<file path="src/rtl/vga_timing_pkg.sv">
// vga_timing_pkg: shared VGA 640x480@60 timing defaults and pixel/colour types
package vga_timing_pkg;
   localparam int DEF_CLK_DIV      = 2;
   localparam int DEF_H_VISIBLE    = 640;
   localparam int DEF_H_SYNC_START = 656;
   localparam int DEF_H_SYNC_END   = 752;
   localparam int DEF_H_TOTAL      = 800;
   localparam int DEF_V_VISIBLE    = 480;
   localparam int DEF_V_SYNC_START = 490;
   localparam int DEF_V_SYNC_END   = 492;
   localparam int DEF_V_TOTAL      = 525;
   typedef logic [10:0] coord_t;
   typedef struct packed {
      logic [7:0] r;
      logic [7:0] g;
      logic [7:0] b;
   } rgb_t;
endpackage

</file>
<file path="src/rtl/vga_scan_counter.sv">
// vga_scan_counter: pixel-clock divider, hc/vc raster counters and per-frame tick
module vga_scan_counter
   import vga_timing_pkg::*;
#(
   parameter int CLK_DIV   = DEF_CLK_DIV,
   parameter int H_TOTAL   = DEF_H_TOTAL,
   parameter int V_VISIBLE = DEF_V_VISIBLE,
   parameter int V_TOTAL   = DEF_V_TOTAL
) (
   input  logic        Clk,
   input  logic        Reset,
   output logic        pix_en,
   output logic [10:0] hc,
   output logic [10:0] vc,
   output logic        frame_clk,
   output logic        vga_clk
);
   localparam int DW = $clog2(CLK_DIV);
   localparam logic [DW-1:0] DIV_LAST = DW'(CLK_DIV - 1);
   localparam logic [DW-1:0] DIV_HALF = DW'(CLK_DIV / 2);
   localparam coord_t H_LAST = coord_t'(H_TOTAL - 1);
   localparam coord_t V_LAST = coord_t'(V_TOTAL - 1);
   localparam coord_t V_PRE_BLANK = coord_t'(V_VISIBLE - 1);
   logic [DW-1:0] div_cnt, div_nxt;
   logic          h_wrap;
   assign div_nxt = (div_cnt == DIV_LAST) ? '0 : div_cnt + 1'b1;
   assign pix_en  = (div_cnt == DIV_LAST) && !Reset;
   assign h_wrap  = hc == H_LAST;
   // Advance the divider every Clk and the raster on pix_en; frame_clk marks entry to (0, V_VISIBLE)
   always_ff @(posedge Clk) begin
      if (Reset) begin
         div_cnt   <= '0;
         vga_clk   <= 1'b0;
         frame_clk <= 1'b0;
         hc        <= '0;
         vc        <= '0;
      end else begin
         div_cnt   <= div_nxt;
         vga_clk   <= div_nxt >= DIV_HALF;
         frame_clk <= pix_en && h_wrap && vc == V_PRE_BLANK;
         if (pix_en) begin
            hc <= h_wrap ? '0 : hc + 1'b1;
            if (h_wrap) vc <= (vc == V_LAST) ? '0 : vc + 1'b1;
         end
      end
   end
endmodule

</file>
<file path="src/rtl/vga_scan_driver.sv">
// vga_scan_driver: raster scan for the colour mapper plus registered VGA DAC outputs
module vga_scan_driver
   import vga_timing_pkg::*;
#(
   parameter int CLK_DIV      = DEF_CLK_DIV,
   parameter int H_VISIBLE    = DEF_H_VISIBLE,
   parameter int H_SYNC_START = DEF_H_SYNC_START,
   parameter int H_SYNC_END   = DEF_H_SYNC_END,
   parameter int H_TOTAL      = DEF_H_TOTAL,
   parameter int V_VISIBLE    = DEF_V_VISIBLE,
   parameter int V_SYNC_START = DEF_V_SYNC_START,
   parameter int V_SYNC_END   = DEF_V_SYNC_END,
   parameter int V_TOTAL      = DEF_V_TOTAL
) (
   input  logic        Clk,
   input  logic        Reset,
   input  logic [7:0]  Red_In,
   input  logic [7:0]  Green_In,
   input  logic [7:0]  Blue_In,
   output logic [10:0] DrawX,
   output logic [10:0] DrawY,
   output logic        pix_en,
   output logic        frame_clk,
   output logic        VGA_CLK,
   output logic        VGA_HS,
   output logic        VGA_VS,
   output logic        VGA_BLANK_N,
   output logic        VGA_SYNC_N,
   output logic [7:0]  VGA_R,
   output logic [7:0]  VGA_G,
   output logic [7:0]  VGA_B
);
   localparam coord_t HV  = coord_t'(H_VISIBLE);
   localparam coord_t HSS = coord_t'(H_SYNC_START);
   localparam coord_t HSE = coord_t'(H_SYNC_END);
   localparam coord_t VV  = coord_t'(V_VISIBLE);
   localparam coord_t VSS = coord_t'(V_SYNC_START);
   localparam coord_t VSE = coord_t'(V_SYNC_END);
   coord_t hc, vc;
   rgb_t   in_rgb, out_rgb;
   logic   visible;
   vga_scan_counter #(
      .CLK_DIV(CLK_DIV), .H_TOTAL(H_TOTAL), .V_VISIBLE(V_VISIBLE), .V_TOTAL(V_TOTAL)
   ) u_cnt (
      .Clk(Clk), .Reset(Reset), .pix_en(pix_en), .hc(hc), .vc(vc),
      .frame_clk(frame_clk), .vga_clk(VGA_CLK)
   );
   assign DrawX      = hc;
   assign DrawY      = vc;
   assign VGA_SYNC_N = 1'b0;
   assign in_rgb     = '{r: Red_In, g: Green_In, b: Blue_In};
   assign visible    = hc < HV && vc < VV;
   assign VGA_R      = out_rgb.r;
   assign VGA_G      = out_rgb.g;
   assign VGA_B      = out_rgb.b;
   // Register colour, blank and sync for the pixel being presented, one pixel behind DrawX/DrawY
   always_ff @(posedge Clk) begin
      if (Reset) begin
         out_rgb     <= '0;
         VGA_BLANK_N <= 1'b0;
         VGA_HS      <= 1'b1;
         VGA_VS      <= 1'b1;
      end else if (pix_en) begin
         out_rgb     <= visible ? in_rgb : '0;
         VGA_BLANK_N <= visible;
         VGA_HS      <= !(hc >= HSS && hc < HSE);
         VGA_VS      <= !(vc >= VSS && vc < VSE);
      end
   end
endmodule

</file>
<file path="config.mk">
export PLATFORM = sky130hd
export DESIGN_NAME = vga_scan_driver
export DESIGN_NICKNAME = d
export VERILOG_FILES = /design/src/rtl/vga_timing_pkg.sv /design/src/rtl/vga_scan_counter.sv /design/src/rtl/vga_scan_driver.sv
export SDC_FILE = /design/constraint.sdc
export NUM_CORES = 1
export LEC_CHECK = 0
export BUFFER_PORTS_ARGS = -buffer_cell sky130_fd_sc_hd__buf_2
export CORE_ASPECT_RATIO = 0.6
export CORE_UTILIZATION = 48
export DETAILED_ROUTE_END_ITERATION = 16
export GPL_TIMING_DRIVEN = 0
export PLACE_DENSITY = 0.88
export SYNTH_ARGS = -nofsm -noshare
export SYNTH_HDL_FRONTEND = slang
export SYNTH_SLANG_ARGS = --single-unit
</file>
<file path="constraint.sdc">
create_clock -name Clk -period 1.88 [get_ports Clk]
set_input_delay 0.376 -clock Clk [delete_from_list [all_inputs] [get_ports Clk]]
set_output_delay 0.376 -clock Clk [all_outputs]
set_load 0.02 [all_outputs]
</file>
* Yosys cells after proc, flatten, opt, wreduce, memory -nomap -nowiden *
Index checks and enable logic that the tools add are counted.

storage, ports and cells
  word-level logic and storage cells = 38
  flip-flop bits (word level) = 52
  input bits = 26
  output and inout bits = 53

operators by class
  magnitude comparators = 7
  add/sub/neg operators = 3
  reductions and logical operators = 10
  equal/unequal tests = 3
  muxes and demuxes = 4

operators by type and width
  kind                                                                                   count
  24-bit two-way mux                                                                     1
  11-bit by 1-bit adder with 11-bit output, second input constant                        2
  11-bit by 10-bit equality test with 1-bit output, second input constant                2
  11-bit by 10-bit less-than comparator with 1-bit output, second input constant         2
  11-bit by 9-bit less-than comparator with 1-bit output, second input constant          2
  11-bit two-way mux                                                                     2
  11-bit by 9-bit equality test with 1-bit output, second input constant                 1
  11-bit by 10-bit greater-or-equal comparator with 1-bit output, second input constant  1
  11-bit by 9-bit greater-or-equal comparator with 1-bit output, second input constant   1
  1-bit logical AND                                                                      6
  1-bit logical NOT                                                                      3
  2-bit AND reduction                                                                    1
  1-bit adder, second input constant                                                     1
  1-bit greater-or-equal comparator, second input constant                               1
  1-bit two-way mux                                                                      1

* Longest topological paths before layout *
  depth after elaboration = 4
  depth in mapped cells = 7
  depth with buffers taken out = 6

* By module *
A second synthesis with hierarchy kept.

unflattened totals
  cell total of the unflattened synthesis = 213
  area total of the unflattened synthesis = 2199.6 um^2

by module, submodules not included
  module            instances  area an instance (um^2)  cells each
  vga_scan_counter  1          1255.0                   139
  vga_scan_driver   1          944.7                    74

* Least setup slack after synthesis *
OpenSTA, ideal clock, no wires.

  path type = register to register
  from = register u_cnt.hc[0]
  to = register u_cnt.vc[8]
  arrival = 1686 ps
  setup time = 70 ps
  clock period less this slack = 1756 ps
  slack = 124 ps
  stages on the path, launching flop included = 7
  path through = dfxtp_1 ha_1 and3_1 buf_2 nand4_2 or4_1 a21oi_1

between the ends
  longest elaborated chain between the ends = 2

ends and longest elaborated chain
  what                                              RTL line                source
  start, declared                                   vga_scan_counter.sv:13  output logic [10:0] hc,
  start signal, assigned                            vga_scan_counter.sv:42  hc <= h_wrap ? '0 : hc + 1'b1;
  11-bit by 10-bit equality test with 1-bit output  vga_scan_counter.sv:28  assign h_wrap = hc == H_LAST;
  2-bit AND reduction (no line)                     -
  end signal, assigned                              vga_scan_counter.sv:43  if (h_wrap) vc <= (vc == V_LAST) ? '0 : vc + 1'b1;
  end, declared                                     vga_scan_counter.sv:14  output logic [10:0] vc,

Every way passes these cells.
A chain may end at the register's enable or synchronous reset.

* Worst setup path after layout *
Same ends and word-level chain as after synthesis.

==> summary.md <==
| Metric | Value |
|---|---|
| Combinational fraction of design power | `0.089` |
| Clock period minus worst slack | `1.73 ns` |
| P_sw | `492 µW` |
| Grt ovf | `0` |
| Via density | `5.44` |
| Post-DR wirelength/cell | `14.2 µm` |
| Flop pwr share | `0.513` |
| Clk slew on worst S/H paths | `0.09 ns` |
| Die height | `52.4 µm` |
| Endpoints failing setup | `0` |
| H-tree levels | `2` |
| I/O Pins | `79` |
| Setup_tns | `0 ns` |
| Crit path DAT | `1.97 ns` |
| Worst Setup Slack, final | `0.150 ns` |
| Crit start category | `register` |
| EDFF count, synth | `0` |
| Synthesis-to-finish area growth | `30.4%` |
| RSZ-0062 raised after global routing | `false` |
| Post-DRT Antenna Nets | `0` |
| Critical Path RT | `2.12 ns` |
| DRT Wirelength | `4.91 mm` |
| Gpl congestion | `0.840` |
| Cell Count, Final, Fillers Out | `345` |
| Hpwl dp | `3.65 mm` |
| CORE AREA | `0.00385 mm²` |
| Final Hold Vio Count | `0` |
| Final clock skew | `0.00766 ns` |
| Post-synth top flop | `dfxtp_1` |
| # DRC | `0` |
| Most frequent cell after synthesis | `dfxtp_1` |
| Post-synthesis cell area | `0.00204 mm²` |
| Most frequent cells after synthesis | `51 x dfxtp_1, 25 x a22o_1, 12 x nor2_1, 12 x o21ai_0, 10 x a21oi_1` |
| Power Dens Cells | `838 mW/mm²` |
| Synth warn | `0` |
| Total CTS buffers | `5` |
| Post-Syn Nets | `232` |
| Cell variety after synth | `40` |
| Post-Syn Instances | `203` |
| Sw frac | `0.221` |
| Worst Setup Path Type | `reg -> reg` |
| FMAX | `578 MHz` |
| Die Area | `0.00451 mm²` |
| Vias | `1,878` |
| Asr flop ratio synth | `0` |
| CTS tree | `yes` |
| P_leak | `1.23 nW` |
| Overall Power | `2.22 mW` |
| Initial core utilization | `0.529` |
| Placed Cells | `337` |
| Critical path capture point type | `register` |
| Crit Path Max Fanout | `7` |
| Port Buffers | `77` |
| Area contributors post-synth | `dfxtp_1 50%, a22o_1 11%, xor2_1 3.4%` |
| Initial DRC count | `110` |
| Worst min-delay path class | `in -> reg` |
| Final Core Density | `0.690` |
| Initial antenna violation count | `0` |
| Worst slack, placed | `0.0438 ns` |
| Worst vdd ir | `0.482 mV` |
| Crit share post-route | `0.920` |
| CTS max path bufs | `2` |
| Cts hold-fix bufs | `0` |
| GRT Util Overall | `0.229` |
| Nets@finish | `316` |
| Syn_area_per_cell | `10.0 µm²` |
| Sequential area share after synthesis | `0.502` |
| First-pass GRT wire length | `7.78 mm` |
| Share of cells above drive strength 1 | `0.344` |
| #FFs+latches synth | `51` |
| Top-area cell type share of the netlist area | `0.502` |
| Fill cell count | `315` |
| Die width | `86.1 µm` |
| Ant diodes | `0` |
| FP Rows | `17` |
| Int Pwr | `1.73 mW` |
| Max-Cap Viols | `0` |
| Clock power frac | `0.397` |
| Yosys top cell by area | `dfxtp_1` |
| Vias in the first global route | `1,595` |
| Pin count of the biggest net entering global routing | `16` |
| Clk Latency, worst-skew pair | `0.30 ns` |
| Clock Tree Root | `clkbuf_8` |
| Slew Viols, Final | `0` |
| First-pass iteration count of the detailed router | `4` |
| Status | `completed` |
| CTS Sinks | `51` |
-- per-layer routing --
metal  vias up  wire, µm  track usage  part of all wire
li1        923         -            -                 -
met1       882      2350        0.316              0.48
met2        67      2130        0.335              0.43
met3         6       356       0.0630             0.073
met4         0        71       0.0972             0.014
met5         -         0            0                 0
-- final cells by class --
type	count	area, µm²	share of cell area
Buffer	10	50.0	0.0189
Clock buffer	6	72.6	0.0273
Clock inverter	2	60.1	0.0226
Inverter	5	18.8	0.00707
Multi-Input combinational cell	137	973	0.367
Sequential cell	51	1020	0.385
Tap cell	57	71.3	0.0269
Timing Repair Buffer	77	385	0.145
-- through the flow --
stage               hold WS [ns]  cell area (µm²)
floorplan                  0.448             2040
global placement           0.429             2490
detailed placement         0.436             2490
CTS                        0.276             2630
global route               0.277             2660
finish                     0.282             2660
-- worst max-delay path, stage by stage, from the launching register on --
cell	delay, ns
dfxtp_2	0.36
ha_1	0.17
and3_1	0.15
clkbuf_4	0.19
nand4_4	0.15
or4_1	0.50
a21oi_1	0.14
-- registers in the layout, summed over array words and instances, names as in the netlist --
name and cells:
VGA_B 8, u_cnt.hc 11, u_cnt.div_cnt 1, VGA_BLANK_N 1, VGA_R 8, VGA_VS 1
u_cnt.vc 11, VGA_G 8, u_cnt.frame_clk 1, VGA_HS 1
-- kinds of logic (layout without fill, tap and decap cells) --
family / Yosys count / count (layout) / share of synthesized area
AOI/OAI and AO/OA: 52 / 52 / 0.183
muxes: 1 / 1 / 0.00553
xor gates and xnor gates: 9 / 9 / 0.0387
other: 1 / 1 / 0.00184
DFF: 51 / 51 / 0.502
buffers and inverters: 15 / 100 / 0.0326
and+or+nand+nor: 71 / 71 / 0.219
adders and majority gates: 3 / 3 / 0.0184
-- final timing paths --
path / endpoint / cells after the start / slack (ns) / startpoint
max: u_cnt.vc[8]$_SDFFE_PP0P_ / 6 / 0.15 / u_cnt.hc[0]$_SDFFE_PP0P_
min: VGA_G[1]$_SDFFE_PP0P_ / 2 / 0.28 / Green_In[1]
max reg2reg: u_cnt.vc[8]$_SDFFE_PP0P_ / 6 / 0.15 / u_cnt.hc[0]$_SDFFE_PP0P_
min reg2reg: VGA_BLANK_N$_SDFFE_PP0P_ / 1 / 0.47 / VGA_BLANK_N$_SDFFE_PP0P_
-- placed cells by master, fill, tap and decap left out, types with 4 or more instances in the layout --
cell      instances
dfxtp_1          49
a22o_1           25
nand2_1           7
nand4_1           5
clkbuf_1          5
xor2_1            8
o21ai_0          12
a21oi_1          10
buf_2            81
and3_1            5
clkbuf_8          5
nand3_1           9
nor2_1           12
or3_1             9
inv_1             4
-- power by group through the flow --
stage / clock network [mW] / registers (mW) / logic [mW]
finish: 0.884 / 1.14 / 0.199
global route: 0.934 / 1.15 / 0.216
CTS: 0.885 / 1.14 / 0.198
detailed placement: 0 / 1.16 / 0.198
global placement: 0 / 1.16 / 0.194
floorplan: 0 / 1.21 / 0.0692
-- repair_timing --
item                                    CTS  global route
resized for setup                         0             6
buffers inserted                          0             0
endpoints found under the setup margin    0            10
Note: power is estimated with default switching activity, not from simulation.
